<file path="config.mk">
export PLATFORM = sky130hd
export DESIGN_NAME = rnd_sample_ctrl
export DESIGN_NICKNAME = d
export VERILOG_FILES = /design/src/rtl/rnd_sample_ctrl_pkg.sv /design/src/rtl/rnd_sample_ctrl_byte_fifo.sv /design/src/rtl/rnd_sample_ctrl.sv
export SDC_FILE = /design/constraint.sdc
export NUM_CORES = 1
export LEC_CHECK = 0
export BUFFER_PORTS_ARGS = -buffer_cell sky130_fd_sc_hd__buf_2
export CORE_UTILIZATION = 58
export CTS_CLUSTER_DIAMETER = 30
export DETAILED_ROUTE_END_ITERATION = 6
export PLACE_DENSITY = 0.79
export SLEW_MARGIN = 25
export SYNTH_ARGS = -nofsm -noshare
export SYNTH_HDL_FRONTEND = slang
export SYNTH_SLANG_ARGS = --single-unit
</file>
<file path="constraint.sdc">
create_clock -name clk -period 3.8 [get_ports clk]
set_clock_uncertainty 0.1 [all_clocks]
set_input_delay 0.19 -clock clk [delete_from_list [all_inputs] [get_ports clk]]
set_output_delay 0.19 -clock clk [all_outputs]
set_load 0.01 [all_outputs]
</file>
<file path="src/rtl/rnd_sample_ctrl_pkg.sv">
// Shared types and constants for the random-sample controller.
// Holds the FSM state encoding, the debias pair codes and the FIFO default.
package rnd_sample_ctrl_pkg;

  typedef enum logic [1:0] {
    ST_IDLE,
    ST_RUN,
    ST_HOLD,
    ST_EXTRACT
  } state_t;

  // Von Neumann debias codes: {odd bit, even bit} of one sample pair
  localparam logic [1:0] PAIR_ONE  = 2'b10;
  localparam logic [1:0] PAIR_ZERO = 2'b01;

  localparam int DEF_FIFO_DEPTH = 4;

endpackage

</file>
<file path="src/rtl/rnd_sample_ctrl_byte_fifo.sv">
// First-word fall-through byte FIFO with synchronous reset.
// Head reads as zero while empty; a push while full only lands alongside a pop.
module byte_fifo
  import rnd_sample_ctrl_pkg::*;
#(
  parameter int DEPTH = DEF_FIFO_DEPTH
) (
  input  logic       clk,
  input  logic       rst,
  input  logic       push,
  input  logic [7:0] push_data,
  input  logic       pop,
  output logic [7:0] head,
  output logic       full,
  output logic       empty
);

  localparam int AW = $clog2(DEPTH);

  logic [7:0]    mem [DEPTH];
  logic [AW-1:0] wr_ptr;
  logic [AW-1:0] rd_ptr;
  logic [AW:0]   count;
  logic          pop_en;
  logic          push_en;

  assign empty   = (count == '0);
  assign full    = (count == (AW+1)'(DEPTH));
  assign pop_en  = pop && !empty;
  assign push_en = push && (!full || pop_en);
  assign head    = empty ? 8'h00 : mem[rd_ptr];

  always_ff @(posedge clk) begin
    if (rst) begin
      wr_ptr <= '0;
      rd_ptr <= '0;
      count  <= '0;
    end else begin
      if (push_en) wr_ptr <= wr_ptr + AW'(1);
      if (pop_en)  rd_ptr <= rd_ptr + AW'(1);
      case ({push_en, pop_en})
        2'b10:   count <= count + (AW+1)'(1);
        2'b01:   count <= count - (AW+1)'(1);
        default: count <= count;
      endcase
    end
  end

  // Storage needs no reset: the pointers and count define what is valid
  always_ff @(posedge clk) begin
    if (push_en) mem[wr_ptr] <= push_data;
  end

endmodule

</file>
<file path="src/rtl/rnd_sample_ctrl.sv">
// Sampling loop around an external free-running generator: run, freeze, capture
// 16 raw bits, debias them pairwise into bytes, and queue the bytes in a FIFO.
module rnd_sample_ctrl
  import rnd_sample_ctrl_pkg::*;
#(
  parameter int SETTLE_W   = 8,
  parameter int FIFO_DEPTH = DEF_FIFO_DEPTH
) (
  input  logic                clk,
  input  logic                rst,
  input  logic                enable,
  input  logic [SETTLE_W-1:0] settle_cycles,
  output logic                rnd_freeze,
  input  logic [15:0]         rnd_in,
  output logic [7:0]          out_data,
  output logic                out_valid,
  input  logic                out_ready,
  output logic                busy,
  output logic [7:0]          drop_cnt
);

  state_t              state;
  logic [SETTLE_W-1:0] settle_cnt;
  logic [SETTLE_W-1:0] settle_load;
  logic                hold_cnt;
  logic [2:0]          pair_idx;
  logic [15:0]         sample;
  logic [1:0]          pair;
  logic                accept;
  logic                acc_bit;
  logic [7:0]          acc;
  logic [7:0]          acc_nx;
  logic [3:0]          bit_cnt;
  logic [2:0]          bit_idx;
  logic                byte_done;
  logic                fifo_full;
  logic                fifo_empty;
  logic                pop_en;
  logic                fifo_drop;

  assign settle_load = (settle_cycles == '0) ? SETTLE_W'(1) : settle_cycles;

  // Sequencer: state and its registered outputs move together
  always_ff @(posedge clk) begin
    if (rst) begin
      state      <= ST_IDLE;
      rnd_freeze <= 1'b1;
      busy       <= 1'b0;
      settle_cnt <= '0;
      hold_cnt   <= 1'b0;
      pair_idx   <= '0;
      sample     <= '0;
    end else begin
      case (state)
        ST_IDLE: begin
          if (enable) begin
            state      <= ST_RUN;
            settle_cnt <= settle_load;
            rnd_freeze <= 1'b0;
            busy       <= 1'b1;
          end
        end
        ST_RUN: begin
          if (!enable) begin
            state      <= ST_IDLE;
            rnd_freeze <= 1'b1;
            busy       <= 1'b0;
          end else if (settle_cnt == SETTLE_W'(1)) begin
            state      <= ST_HOLD;
            hold_cnt   <= 1'b0;
            rnd_freeze <= 1'b1;
          end else begin
            settle_cnt <= settle_cnt - SETTLE_W'(1);
          end
        end
        ST_HOLD: begin
          // Generator is frozen here, so rnd_in is stable when captured
          if (hold_cnt) begin
            state    <= ST_EXTRACT;
            sample   <= rnd_in;
            pair_idx <= '0;
          end else begin
            hold_cnt <= 1'b1;
          end
        end
        ST_EXTRACT: begin
          if (pair_idx == 3'd7) begin
            if (enable) begin
              state      <= ST_RUN;
              settle_cnt <= settle_load;
              rnd_freeze <= 1'b0;
            end else begin
              state <= ST_IDLE;
              busy  <= 1'b0;
            end
          end else begin
            pair_idx <= pair_idx + 3'd1;
          end
        end
        default: begin
          state      <= ST_IDLE;
          rnd_freeze <= 1'b1;
          busy       <= 1'b0;
        end
      endcase
    end
  end

  assign pair      = sample[{pair_idx, 1'b0} +: 2];
  assign accept    = (state == ST_EXTRACT) && ((pair == PAIR_ONE) || (pair == PAIR_ZERO));
  assign acc_bit   = (pair == PAIR_ONE);
  assign byte_done = bit_cnt[3];
  // A bit accepted while the full byte is leaving starts the next byte at bit 0
  assign bit_idx   = byte_done ? 3'd0 : bit_cnt[2:0];

  always_comb begin
    acc_nx          = byte_done ? 8'h00 : acc;
    acc_nx[bit_idx] = acc_bit;
  end

  always_ff @(posedge clk) begin
    if (rst) begin
      acc     <= '0;
      bit_cnt <= '0;
    end else if (accept) begin
      acc     <= acc_nx;
      bit_cnt <= {1'b0, bit_idx} + 4'd1;
    end else if (byte_done) begin
      acc     <= '0;
      bit_cnt <= '0;
    end
  end

  assign pop_en    = out_ready && out_valid;
  assign fifo_drop = byte_done && fifo_full && !pop_en;
  assign out_valid = !fifo_empty;

  byte_fifo #(.DEPTH(FIFO_DEPTH)) u_fifo (
    .clk       (clk),
    .rst       (rst),
    .push      (byte_done),
    .push_data (acc),
    .pop       (out_ready),
    .head      (out_data),
    .full      (fifo_full),
    .empty     (fifo_empty)
  );

  always_ff @(posedge clk) begin
    if (rst) drop_cnt <= '0;
    else if (fifo_drop && (drop_cnt != 8'hFF)) drop_cnt <= drop_cnt + 8'd1;
  end

endmodule

</file>
# Word level (Yosys, flattened, before mapping)
# Memories as Yosys holds them, arrays and structs flattened. A register that Yosys moved wholly into a read port is not among the register bits.
# Index checks and enable logic that the tools add are counted.
# Widths: inputs -> output; s select.
[word_totals]
latchBits = 0
output_inout_bits = 19
input_bits = 28
ram_bits = 32
mem_count = 1
mem_bits_ro = 0
reg_bits = 59
word_cells = 114
[op_classes]
multipliers = 0
add_sub_neg = 8
order_cmp = 2
bitwise_logic = 0
n_reduce_logical = 27
muxes = 42
eq_ne = 19
shifts = 1
n_div = 0
[mem_list]
columns = ["memory", "words", "width", "read_ports", "rd_clocked_by_memory_dff", "write_ports", "line", "source"]
rows = [
  ["u_fifo.mem", 4, 8, 1, 1, 1, "rnd_sample_ctrl_byte_fifo.sv:20", "logic [7:0] mem [DEPTH];"],
]
[op_table]
columns = ["operator", "n"]
rows = [
  ["$mux 8", 8],
  ["$pmux 8 s3", 1],
  ["$shiftx 16x5->2", 1],
  ["$mux 2", 7],
  ["$ne 2x2->1 const B", 7],
  ["$mux 1", 13],
  ["$mux 3", 4],
  ["$pmux 3 s2", 2],
  ["$reduce_and 3->1", 4],
  ["$add 8x1->8 const B", 1],
  ["$bwmux 8", 1],
  ["$eq 2x2->1 const B", 4],
  ["$eq 8x1->1 const B", 1],
  ["$logic_not 8->1", 1],
  ["$ne 8x8->1 const B", 1],
  ["$pmux 2 s4", 1],
  ["$reduce_and 4->1", 2],
  ["$reduce_bool 2->1", 4],
  ["$sub 8x1->8 const B", 1],
  ["$logic_and 1x1->1", 7],
  ["$add 3x1->3 const B", 2],
  ["$eq 2x1->1 const B", 3],
  ["$eq 3x3->1 const B", 2],
  ["$pmux 1 s3", 2],
  ["15 further kinds", 19],
]

# Longest topological paths before layout
# Gate-level depths: netlist of run 1.
[logic_depth]
word_depth = 7
ltp_mapped = 10
mapped_depth_nobuf = 9

# Hierarchy
# Synthesis of run 1 repeated with hierarchy kept, for this count alone.
[unflattened]
cells_unflattened = 425
hier_area_um2 = 4396.7
[modules_own_cells]
columns = ["mod", "area_per_inst_um2", "seq_area_each_um2", "cells_each", "instances"]
rows = [
  ["rnd_sample_ctrl", 2575.0, 1041.0, 307, 1],
  ["byte_fifo", 1821.7, 1141.1, 118, 1],
]

# Worst setup path after synthesis of run 1
# Ideal clock, no wire load.
[synth_timing]
kind = "reg2reg"
start = "reg pair_idx[0]"
end = "reg acc[5]"
synth_period_minus_slack_ps = 2746
path_slack_ps = 1054
arrival_ps = 2514
setup_ps = 132
t_required_ps = 3568
stages_incl_launch_ff = 11
n_path_buf = 3
path_cell_list = "dfxtp_1 clkbuf_1 mux4_2 mux2_2 ha_1 and3b_1 clkbuf_1 buf_2 nand3_1 nand3b_1 a21oi_1"
[synth_via]
elab_chain_cells = 5
elab_cells_between_ends = 7
cone_classes = "2 x eq/ne; 1 x shift; 2 x mux; 2 x reduce/logical"
[synth_lines]
columns = ["item", "line", "source"]
rows = [
  ["from (decl)", "rnd_sample_ctrl.sv:26", "logic [2:0] pair_idx;"],
  ["from (signal assigned)", "rnd_sample_ctrl.sv:97", "pair_idx <= pair_idx + 3'd1;"],
  ["$shiftx 16x5->2 (*)", "rnd_sample_ctrl.sv:109", "assign pair = sample[{pair_idx, 1'b0} +: 2];"],
  ["$eq 2x2->1 or $eq 2x1->1 (tied branches)", "rnd_sample_ctrl.sv:110, rnd_sample_ctrl.sv:111", ""],
  ["$logic_or 1x1->1", "rnd_sample_ctrl.sv:110", "assign accept = (state == ST_EXTRACT) && ((pair == PAIR_ONE) || (pair == PAIR_ZERO));"],
  ["$logic_and 1x1->1", "rnd_sample_ctrl.sv:110", ""],
  ["$mux 8 (*)", "rnd_sample_ctrl.sv:125", "end else if (accept) begin"],
  ["to (signal assigned)", "rnd_sample_ctrl.sv:126", "acc <= acc_nx;"],
  ["to (decl)", "rnd_sample_ctrl.sv:31", "logic [7:0] acc;"],
]
# Every way passes the cells marked *; elsewhere a longest branch is shown, timed or not.
# A chain may end at the register's enable or synchronous reset.

# Worst setup path in the final report of run 1
[layout_timing]
start = "reg pair_idx[0]"
end = "reg acc[7]"
# The elaborated chain is that of the path after synthesis.

==> impl_metrics.py, run 1 <==
metrics = {
    "cells_and_area": {
        "multiInputGateArea_mm2": 0.001947,
        "diodes": 0,
        "area.sequential_mm2": 0.002182,
        "final_common_cell": "dfxtp_1",
        "post_route_cells_drive_above_1_share_pct": 18.61,
        "area_delta_synth_final_pct": 14.80,
        "mostFrequentLayoutCells": "61 x dfxtp_1, 48 x nand2_1, 45 x buf_2",
        "final_util_pct": 70.58,
        "n_fill_cell": 502,
        "final_cells": 558,
        "fin_nets": 498,
    },
    "clocking": {
        "cts_setup_buffers": 0,
        "cts_sinks": 93,
        "clk_path_buf_depth": 2,
        "cts_made_buffers": 9,
        "postCtsResizedCells": 0,
        "cts.clk_slew.worst_paths_ns": 0.09,
        "root_buffer": "clkbuf_8",
        "cts_tree": "built",
        "clk_latency_ns": 0.35,
        "h-tree-depth": 3,
    },
    "timing": {
        "hold_violations": 0,
        "final-setup-viol-count": 0,
        "slew-limit-headroom_pct": 51.32,
        "rsz0062_at_grt": "false",
        "whs_ns": 0.08095,
        "slew_violations": 0,
        "post-route-period-util_pct": 75.89,
        "tightest_slew_ns": 0.7236,
        "setup_tns_ns": 0,
        "final.min_clock_period_ns": 2.884,
        "timing.fmax_ghz": 0.3468,
    },
    "pwr": {
        "irDropWorstVdd_uv": 241.6,
        "finalPower_w": 0.001872,
        "power.leakage_nw": 1.809,
        "pwr_density_cell_mw_per_mm2": 381.9,
    },
    "floorplan": {
        "row_count": 30,
        "core_area_mm2": 0.006944,
        "num_io_pins": 47,
        "dieArea_mm2": 0.007708,
        "initial_core_util_pct": 61.48,
        "die_h_um": 87.80,
        "die_x_um": 87.80,
    },
    "grt": {
        "grt_pass1_vias": 3049,
        "grt_first_pass_wirelength_um": 13890,
        "overflow": 0,
        "antenna_found_initial": 0,
        "grt_use_total_pct": 23.28,
        "grt_max_degree": 61,
    },
    "yosys": {
        "syn_area_mm2": 0.004269,
        "ys_seq_elements": 93,
        "synth_edf_count": 32,
        "syn_area_per_cell_um2": 10.46,
        "yosysTopAreaCellShare_pct": 28.60,
        "yosysSeqAreaShare_pct": 51.11,
        "synthTopCellsByArea": "dfxtp_1 29%, edfxtp_1 23%, mux4_2 6.3%",
        "synth_warnings": 0,
        "synthDistinctLibCells": 57,
        "async_flop_share_pct": 0,
        "syn-num-nets": 449,
        "synth_top_cell_by_area": "dfxtp_1",
        "synth_ff_type": "dfxtp_1",
        "synthCells": 408,
    },
    "status": {
        "status": "complete, no violations",
    },
    "detailed_routing": {
        "drc": 0,
        "vias": 3136,
        "avgViaCountPerCell": 5.620,
        "first_pass_iters": 4,
        "routed_wl_um": 8137,
        "drt_iter0_markers": 323,
        "postRouteAntennaNets": 0,
        "wl_per_cell_um": 14.58,
    },
    "critical_path": {
        "cp-start-kind": "flop",
        "cp.required_ns": 3.92,
        "cp-end-kind": "flop",
        "crit_type": "flop to flop",
        "crit_fanout": 17,
        "crit_arrival_ns": 3.00,
    },
    "placement": {
        "finalWeightedCongestion": 0.8436,
        "placed_cells": 526,
        "dp_hpwl_um": 5396,
        "numPortBuffers": 46,
    },
    "worst_hold_path": {
        "hold_class": "primary input to flop",
    },
    "run": {
        "max_cap_violations": 0,
    },
}
==> cell usage after synthesis, types with 2 or more instances <==
cell / instances
a31o_2: 2
nor3_1: 4
o21ai_0: 7
buf_2: 4
nor4_1: 2
and3b_1: 3
o31ai_1: 2
inv_1: 11
nor2_1: 35
mux4_2: 12
a21oi_1: 39
and2_1: 10
nand2b_1: 2
a211oi_1: 3
dfxtp_1: 61
a21bo_2: 2
mux2i_1: 6
edfxtp_1: 32
o211ai_1: 5
nand2_1: 48
nand3_1: 12
nand4_1: 11
xor2_1: 6
nand3b_1: 7
and3_1: 5
ha_1: 12
o21bai_1: 2
xnor2_1: 3
nor2b_1: 7
or3_1: 2
or4_1: 2
a21o_2: 2
nor3b_1: 3
a22oi_1: 3
clkbuf_1: 19
==> worst max-delay path, stage by stage, from the launching register on <==
cell and delay (ns):
dfxtp_1 0.53, mux4_2 0.56, mux2_2 0.28, ha_1 0.26, and3b_1 0.58, nand4_1 0.22
mux2i_1 0.18, nor2_1 0.05
==> cell type report <==
type                    instances  area share [%]
flip-flops and latches         93           44.52
multi-input cells             279           39.72
repair buffers                 62           8.016
clock buffers                   9           2.527
well taps                      96           2.451
clock inverters                 7           1.838
inverters                      12          0.9191
==> sequential cells by signal (all words and copies together), names as in the netlist, named ones only <==
signal,cells
u_fifo.mem,32
sample,16
acc,8
drop_cnt,8
settle_cnt,8
bit_cnt,4
pair_idx,3
u_fifo.count,3
u_fifo.rd_ptr,2
u_fifo.wr_ptr,2
busy,1
hold_cnt,1
rnd_freeze,1
state,1
==> metal layers <==
metal | GRT usage, % | share of wire, % | routed length [um]
met5 | 0 | 0 | 0
met3 | 3.393 | 2.3 | 188
met4 | 7.303 | 0.92 | 75
met1 | 29.76 | 46 | 3718
met2 | 40.80 | 51 | 4155
==> cells by family (layout without fill, tap and decap cells) <==
logic type      after synthesis  in the layout  synth area share [%]
buf+inv                      36             90                 3.282
compound gates               79             79                 12.60
flops                        93             93                 51.11
fa+ha+maj                    13             13                 3.986
mux                          19             19                 8.001
simple gates                159            159                 19.17
xor+xnor                      9              9                 1.847
==> what timing repair did <==
| item | in CTS | in global routing |
|---|---|---|
| hold buffers | 16 | 0 |
| setup endpoints to repair | 0 | 0 |
| endpoints found under the hold margin | 16 | 0 |
==> stage by stage <==
stage                     instance area [um^2]  worst slack [ns]
final                                     4901            0.9162
after global routing                      4901            0.7336
after CTS                                 4898            0.8779
after detailed placement                  4524            0.8947
after global placement                    4524            0.9805
after floorplan                           4269             1.054
==> final timing paths <==
path,cells past startpoint,start,slack [ns],to
max,7,pair_idx[0]$_SDFFE_PP0P_,0.92,acc[7]$_SDFF_PP0_
min,3,settle_cycles[2],0.08,settle_cnt[2]$_SDFFE_PP0P_
max reg2reg,7,pair_idx[0]$_SDFFE_PP0P_,0.92,acc[7]$_SDFF_PP0_
min reg2reg,2,sample[6]$_SDFFE_PP0P_,0.36,sample[6]$_SDFFE_PP0P_
==> report_power, final <==
part	total [W]	switching, W	internal (W)
combinational	0.000121	0.0000650	0.0000561
clock	0.000704	0.000338	0.000366
sequential	0.00105	0.0000154	0.00103
No activity file was read; power rests on OpenSTA's default activity.
==> run 2: changes to the inputs <==
Clock period 3.8 ns to 2.7 ns, I/O delays scaled along.
==> impl_metrics.py, run 2 (synthesis results as in run 1) <==
metrics = {
    "status": {
        "status": "complete, no violations",
    },
    "placement": {
        "numPortBuffers": 46,
        "finalWeightedCongestion": 0.8543,
        "dp_hpwl_um": 5400,
    },
    "cells_and_area": {
        "area_delta_synth_final_pct": 15.27,
        "n_fill_cell": 526,
        "final_util_pct": 70.86,
        "fin_nets": 507,
        "largest_register_ffs": 32,
        "diodes": 0,
        "mostFrequentLayoutCells": "60 x dfxtp_1, 48 x nand2_1, 46 x buf_2",
        "top_regs": "u_fifo.mem x32, sample x16",
        "largest_register": "u_fifo.mem",
        "final_common_cell": "dfxtp_1",
        "post_route_cells_drive_above_1_share_pct": 20.38,
    },
    "floorplan": {
        "initial_core_util_pct": 61.48,
        "core_area_mm2": 0.006944,
        "die_x_um": 87.80,
        "die_h_um": 87.80,
        "dieArea_mm2": 0.007708,
        "num_io_pins": 47,
        "row_count": 30,
    },
    "grt": {
        "grt_first_pass_wirelength_um": 13610,
        "antenna_found_initial": 0,
        "overflow": 0,
        "grt_use_total_pct": 22.81,
        "grt_max_degree": 37,
        "grt_pass1_vias": 3016,
    },
    "critical_path": {
        "cp-end-kind": "flop",
        "crit_arrival_ns": 2.79,
        "max_stage_delay_ns": 0.55,
        "cp-start-kind": "flop",
        "worstPathCellList": "or4b_4, and2_1, inv_1, ha_1, inv_1, fa_1, xor2_1, or3_1, a21oi_1",
        "cp_slowest_cell": "or4b_4",
        "cp.required_ns": 2.89,
        "crit_type": "flop to flop",
        "crit_fanout": 5,
        "crit_top_cell": "inv_1",
        "path_delay_family": "simple AND/OR/NAND/NOR gates",
        "cp_num_buf_inv": 2,
    },
    "clocking": {
        "cts_made_buffers": 9,
        "clk_latency_ns": 0.36,
        "cts.clk_slew.worst_paths_ns": 0.09,
        "h-tree-depth": 3,
        "clk_path_buf_depth": 2,
        "root_buffer": "clkbuf_8",
        "cts_sinks": 93,
        "cts_setup_buffers": 0,
        "cts_tree": "built",
    },
    "pwr": {
        "clockPowerShare_pct": 32.7,
        "p_sw_share_pct": 23.97,
        "pwr-share-comb_pct": 7.3,
        "switching_power_w": 0.0005889,
        "pwr_density_cell_mw_per_mm2": 499.3,
        "irDropWorstVdd_uv": 287.5,
        "seq_power_share_pct": 60.0,
        "internal-power_w": 0.001868,
        "power.leakage_nw": 1.830,
    },
    "detailed_routing": {
        "routed_wl_um": 8144,
        "highest_layer": "met4",
        "first_pass_iters": 4,
        "drc": 0,
        "wl_met3_um": 261,
        "wl_per_cell_um": 14.36,
        "avgViaCountPerCell": 5.734,
        "route.met2.wl_um": 4112,
        "routedLengthMet1_um": 3649,
        "drt_iter0_markers": 165,
        "postRouteAntennaNets": 0,
        "vias": 3251,
    },
    "timing": {
        "slew_violations": 0,
        "post-route-period-util_pct": 96.41,
        "setup_tns_ns": 0,
        "tightest_slew_ns": 0.6308,
        "whs_ns": 0.01201,
        "final.min_clock_period_ns": 2.603,
        "rsz0062_at_grt": "false",
        "timing.fmax_ghz": 0.3841,
        "final-setup-viol-count": 0,
        "hold_violations": 0,
        "slew-limit-headroom_pct": 57.41,
    },
    "worst_hold_path": {
        "hold_class": "primary input to flop",
    },
    "run": {
        "max_cap_violations": 0,
    },
}
==> run 2: cell types whose count changed in the layout (fill, tap and decap cells not counted), sizes merged <==
| cell | change |
|---|---|
| clkbuf | +1 |
| clkinvlp | +1 |
| buf | +9 |
| bufinv | -2 |
==> run 2: layout make-up <==
| class | instances | area (um^2) | share of cell area (%) |
|---|---|---|---|
| Timing Repair Buffer | 71 | 457.9 | 9.306 |
| Sequential cell | 93 | 2183 | 44.37 |
| Clock buffer | 10 | 127.6 | 2.593 |
| Clock inverter | 6 | 40.04 | 0.8136 |
| Multi-Input combinational cell | 279 | 1947 | 39.56 |
| Inverter | 12 | 45.04 | 0.9153 |
| Tap cell | 96 | 120.1 | 2.441 |
==> run 2: path summary, 6_finish.rpt <==
path | startpoint | slack [ns] | cells after the start | end
hold / removal | settle_cycles[2] | 0.01 | 3 | settle_cnt[2]$_SDFFE_PP0P_
setup / recovery | u_fifo.count[0]$_SDFFE_PP0P_ | 0.1 | 9 | u_fifo.count[2]$_SDFFE_PP0P_
setup reg to reg | u_fifo.count[0]$_SDFFE_PP0P_ | 0.1 | 9 | u_fifo.count[2]$_SDFFE_PP0P_
hold reg to reg | sample[10]$_SDFFE_PP0P_ | 0.36 | 2 | sample[10]$_SDFFE_PP0P_
==> run 2: what timing repair did <==
action,4_1_cts,5_1_grt
hold buffers,16,0
gates resized for setup,0,1
hold endpoints to repair,16,0
setup endpoints to repair,0,1
==> run 2: power groups by stage <==
stage	Clock (W)	Sequential [W]	Combinational, W
floorplan	0	0.00150	0.000107
global placement	0	0.00151	0.000154
detailed placement	0	0.00151	0.000157
CTS	0.000818	0.00147	0.000176
global route	0.000873	0.00148	0.000197
finish	0.000804	0.00147	0.000179
==> run 2: worst min-delay path, stage by stage <==
cell     delay, ns
buf_2         0.10
a21oi_1       0.11
o31ai_1       0.07
==> run 2: metrics by stage <==
stage / cells / setup slack, ns / total power [W] / instance area, um^2
final: 567 / 0.09680 / 0.002457 / 4921
after global routing: 567 / 0.002966 / 0.002548 / 4921
after detailed placement: 535 / 0.1064 / 0.001663 / 4592
after global placement: 535 / 0.1848 / 0.001659 / 4592
after floorplan: 408 / 0.07955 / 0.001607 / 4270
after CTS: 567 / 0.09008 / 0.002468 / 4920
==> run 2: per-layer routing <==
layer,vias to the layer above,GRT usage [%]
li1,1595,-
met1,1567,28.87
met2,78,39.11
met3,11,3.393
met4,0,9.538
met5,-,0
==> run 3: changes to the inputs <==
Settings changed: CELL_PAD_IN_SITES_DETAIL_PLACEMENT set to 0, CELL_PAD_IN_SITES_GLOBAL_PLACEMENT set to 1, CORE_UTILIZATION 58 to 46, PLACE_DENSITY 0.79 to unset, PLACE_DENSITY_LB_ADDON set to 0.1.
==> impl_metrics.py, run 3 (synthesis results as in run 1) <==
metrics = {
    "clocking": {
        "cts.clk_slew.worst_paths_ns": 0.09,
        "clk_latency_ns": 0.35,
        "cts_sinks": 93,
        "h-tree-depth": 3,
        "clk_path_buf_depth": 2,
        "root_buffer": "clkbuf_8",
        "cts_made_buffers": 9,
        "cts_setup_buffers": 0,
        "cts_tree": "built",
    },
    "cells_and_area": {
        "largest_register_ffs": 32,
        "post_route_cells_drive_above_1_share_pct": 20.64,
        "fin_nets": 507,
        "area_delta_synth_final_pct": 16.27,
        "top_regs": "u_fifo.mem x32, sample x16",
        "n_fill_cell": 788,
        "largest_register": "u_fifo.mem",
        "final_common_cell": "dfxtp_1",
        "mostFrequentLayoutCells": "60 x dfxtp_1, 48 x nand2_1, 46 x buf_2",
        "diodes": 0,
    },
    "placement": {
        "place_ws_ns": 0.07871,
        "numPortBuffers": 46,
        "finalWeightedCongestion": 0.7700,
        "dp_hpwl_um": 5738,
    },
    "floorplan": {
        "initial_core_util_pct": 48.25,
        "die_h_um": 98.34,
        "num_io_pins": 47,
        "core_area_mm2": 0.008848,
        "row_count": 34,
        "die_x_um": 98.34,
        "dieArea_mm2": 0.009670,
    },
    "critical_path": {
        "worstPathCellList": "or4b_4, and2_1, inv_1, ha_1, inv_1, fa_1, xor2_1, or3_1, a21oi_1",
        "max_stage_delay_ns": 0.54,
        "crit_type": "flop to flop",
        "cp_slowest_cell": "or4b_4",
        "cp-end-kind": "flop",
        "crit_top_cell": "inv_1",
        "crit_arrival_ns": 2.77,
        "crit_fanout": 5,
        "cp-start-kind": "flop",
        "cp.required_ns": 2.88,
    },
    "timing": {
        "tightest_slew_ns": 0.7248,
        "final-setup-viol-count": 0,
        "rsz0062_at_grt": "false",
        "timing.fmax_ghz": 0.3866,
        "setup_tns_ns": 0,
        "slew-limit-headroom_pct": 51.68,
        "slew_violations": 0,
        "layout_setup_ws_ns": 0.1130,
        "final.min_clock_period_ns": 2.587,
        "post-route-period-util_pct": 95.81,
        "hold_violations": 0,
    },
    "grt": {
        "grt_pass1_vias": 3031,
        "grt_use_total_pct": 18.57,
        "overflow": 0,
        "grt_max_degree": 38,
        "grt_first_pass_wirelength_um": 14240,
        "antenna_found_initial": 0,
    },
    "detailed_routing": {
        "wl_per_cell_um": 14.38,
        "drt_iter0_markers": 90,
        "routed_wl_um": 8314,
        "avgViaCountPerCell": 5.379,
        "vias": 3109,
        "postRouteAntennaNets": 0,
        "drc": 3,
        "first_pass_iters": 7,
    },
    "pwr": {
        "pwr_density_cell_mw_per_mm2": 520.2,
        "irDropWorstVdd_uv": 245.8,
        "power.leakage_nw": 1.850,
    },
    "status": {
        "violations": "design-rule violations",
        "status": "finished with violations",
    },
    "worst_hold_path": {
        "hold_class": "primary input to flop",
    },
    "run": {
        "max_cap_violations": 0,
    },
}
-- run 3: cell types whose count changed in the layout (fill, tap and decap cells not counted), sizes merged --
cell      before  now
clkinvlp       4    2
bufinv         0    1
clkinv         3    2
inv           11   13
clkbuf        10    9
-- run 3: area by class of cell --
class	instances	area [um^2]	area share (%)
Tap cell	108	135.1	2.722
Timing Repair Buffer	71	457.9	9.226
Multi-Input combinational cell	279	1947	39.22
Clock inverter	6	71.32	1.437
Sequential cell	93	2183	43.99
Clock buffer	9	123.9	2.496
Inverter	12	45.04	0.9075
-- run 3: final timing paths --
check / from / end / slack, ns / cells after the start
worst max-delay path: u_fifo.count[0]$_SDFFE_PP0P_ / u_fifo.count[2]$_SDFFE_PP0P_ / 0.11 / 9
worst min register to register: sample[15]$_SDFFE_PP0P_ / sample[15]$_SDFFE_PP0P_ / 0.36 / 2
worst min-delay path: settle_cycles[2] / settle_cnt[2]$_SDFFE_PP0P_ / 0.03 / 3
worst max register to register: u_fifo.count[0]$_SDFFE_PP0P_ / u_fifo.count[2]$_SDFFE_PP0P_ / 0.11 / 9
-- run 3: repair_timing --
| item | CTS | global route |
|---|---|---|
| gates resized for setup | 0 | 1 |
| hold buffers | 16 | 0 |
| setup endpoints to repair | 0 | 1 |
| endpoints found under the hold margin | 16 | 0 |
-- run 3: per-stage QoR --
stage	std cells	utilization, %	instance area, um^2	total power (W)	hold slack [ns]
after floorplan	408	-	4270	0.001607	0.1710
after global placement	547	52.06	4607	0.001666	0.2755
after detailed placement	547	52.06	4607	0.001669	0.2814
after CTS	578	56.08	4962	0.002611	0.01040
after global routing	578	56.09	4964	0.002694	0.02422
final	578	56.09	4964	0.002582	0.03280
-- run 3: report_power, final --
part | internal (W) | leakage, nW | switching (W) | total (W)
clock | 0.000431 | 0.0923 | 0.000498 | 0.000929
combinational | 0.0000853 | 0.967 | 0.0000930 | 0.000178
sequential | 0.00145 | 0.790 | 0.0000223 | 0.00147
total | 0.00197 | 1.85 | 0.000613 | 0.00258
-- run 3: worst max-delay path, delay by kind of cell (launching register included) --
kind / cells / cell delay [ns]
fa+ha+maj: 2 / 0.60
xor+xnor: 1 / 0.15
simple gates: 3 / 1.05
compound gates: 1 / 0.14
flops: 1 / 0.35
buf+inv: 2 / 0.13
-- run 3: metal layers --
| layer | vias up | GRT usage (%) | routed length (um) |
|---|---|---|---|
| met3 | 5 | 3.865 | 214 |
| met1 | 1465 | 22.74 | 3872 |
| met2 | 48 | 32.94 | 4165 |
| met5 | - | 0 | 0 |
| met4 | 0 | 5.511 | 61 |
| li1 | 1591 | - | - |
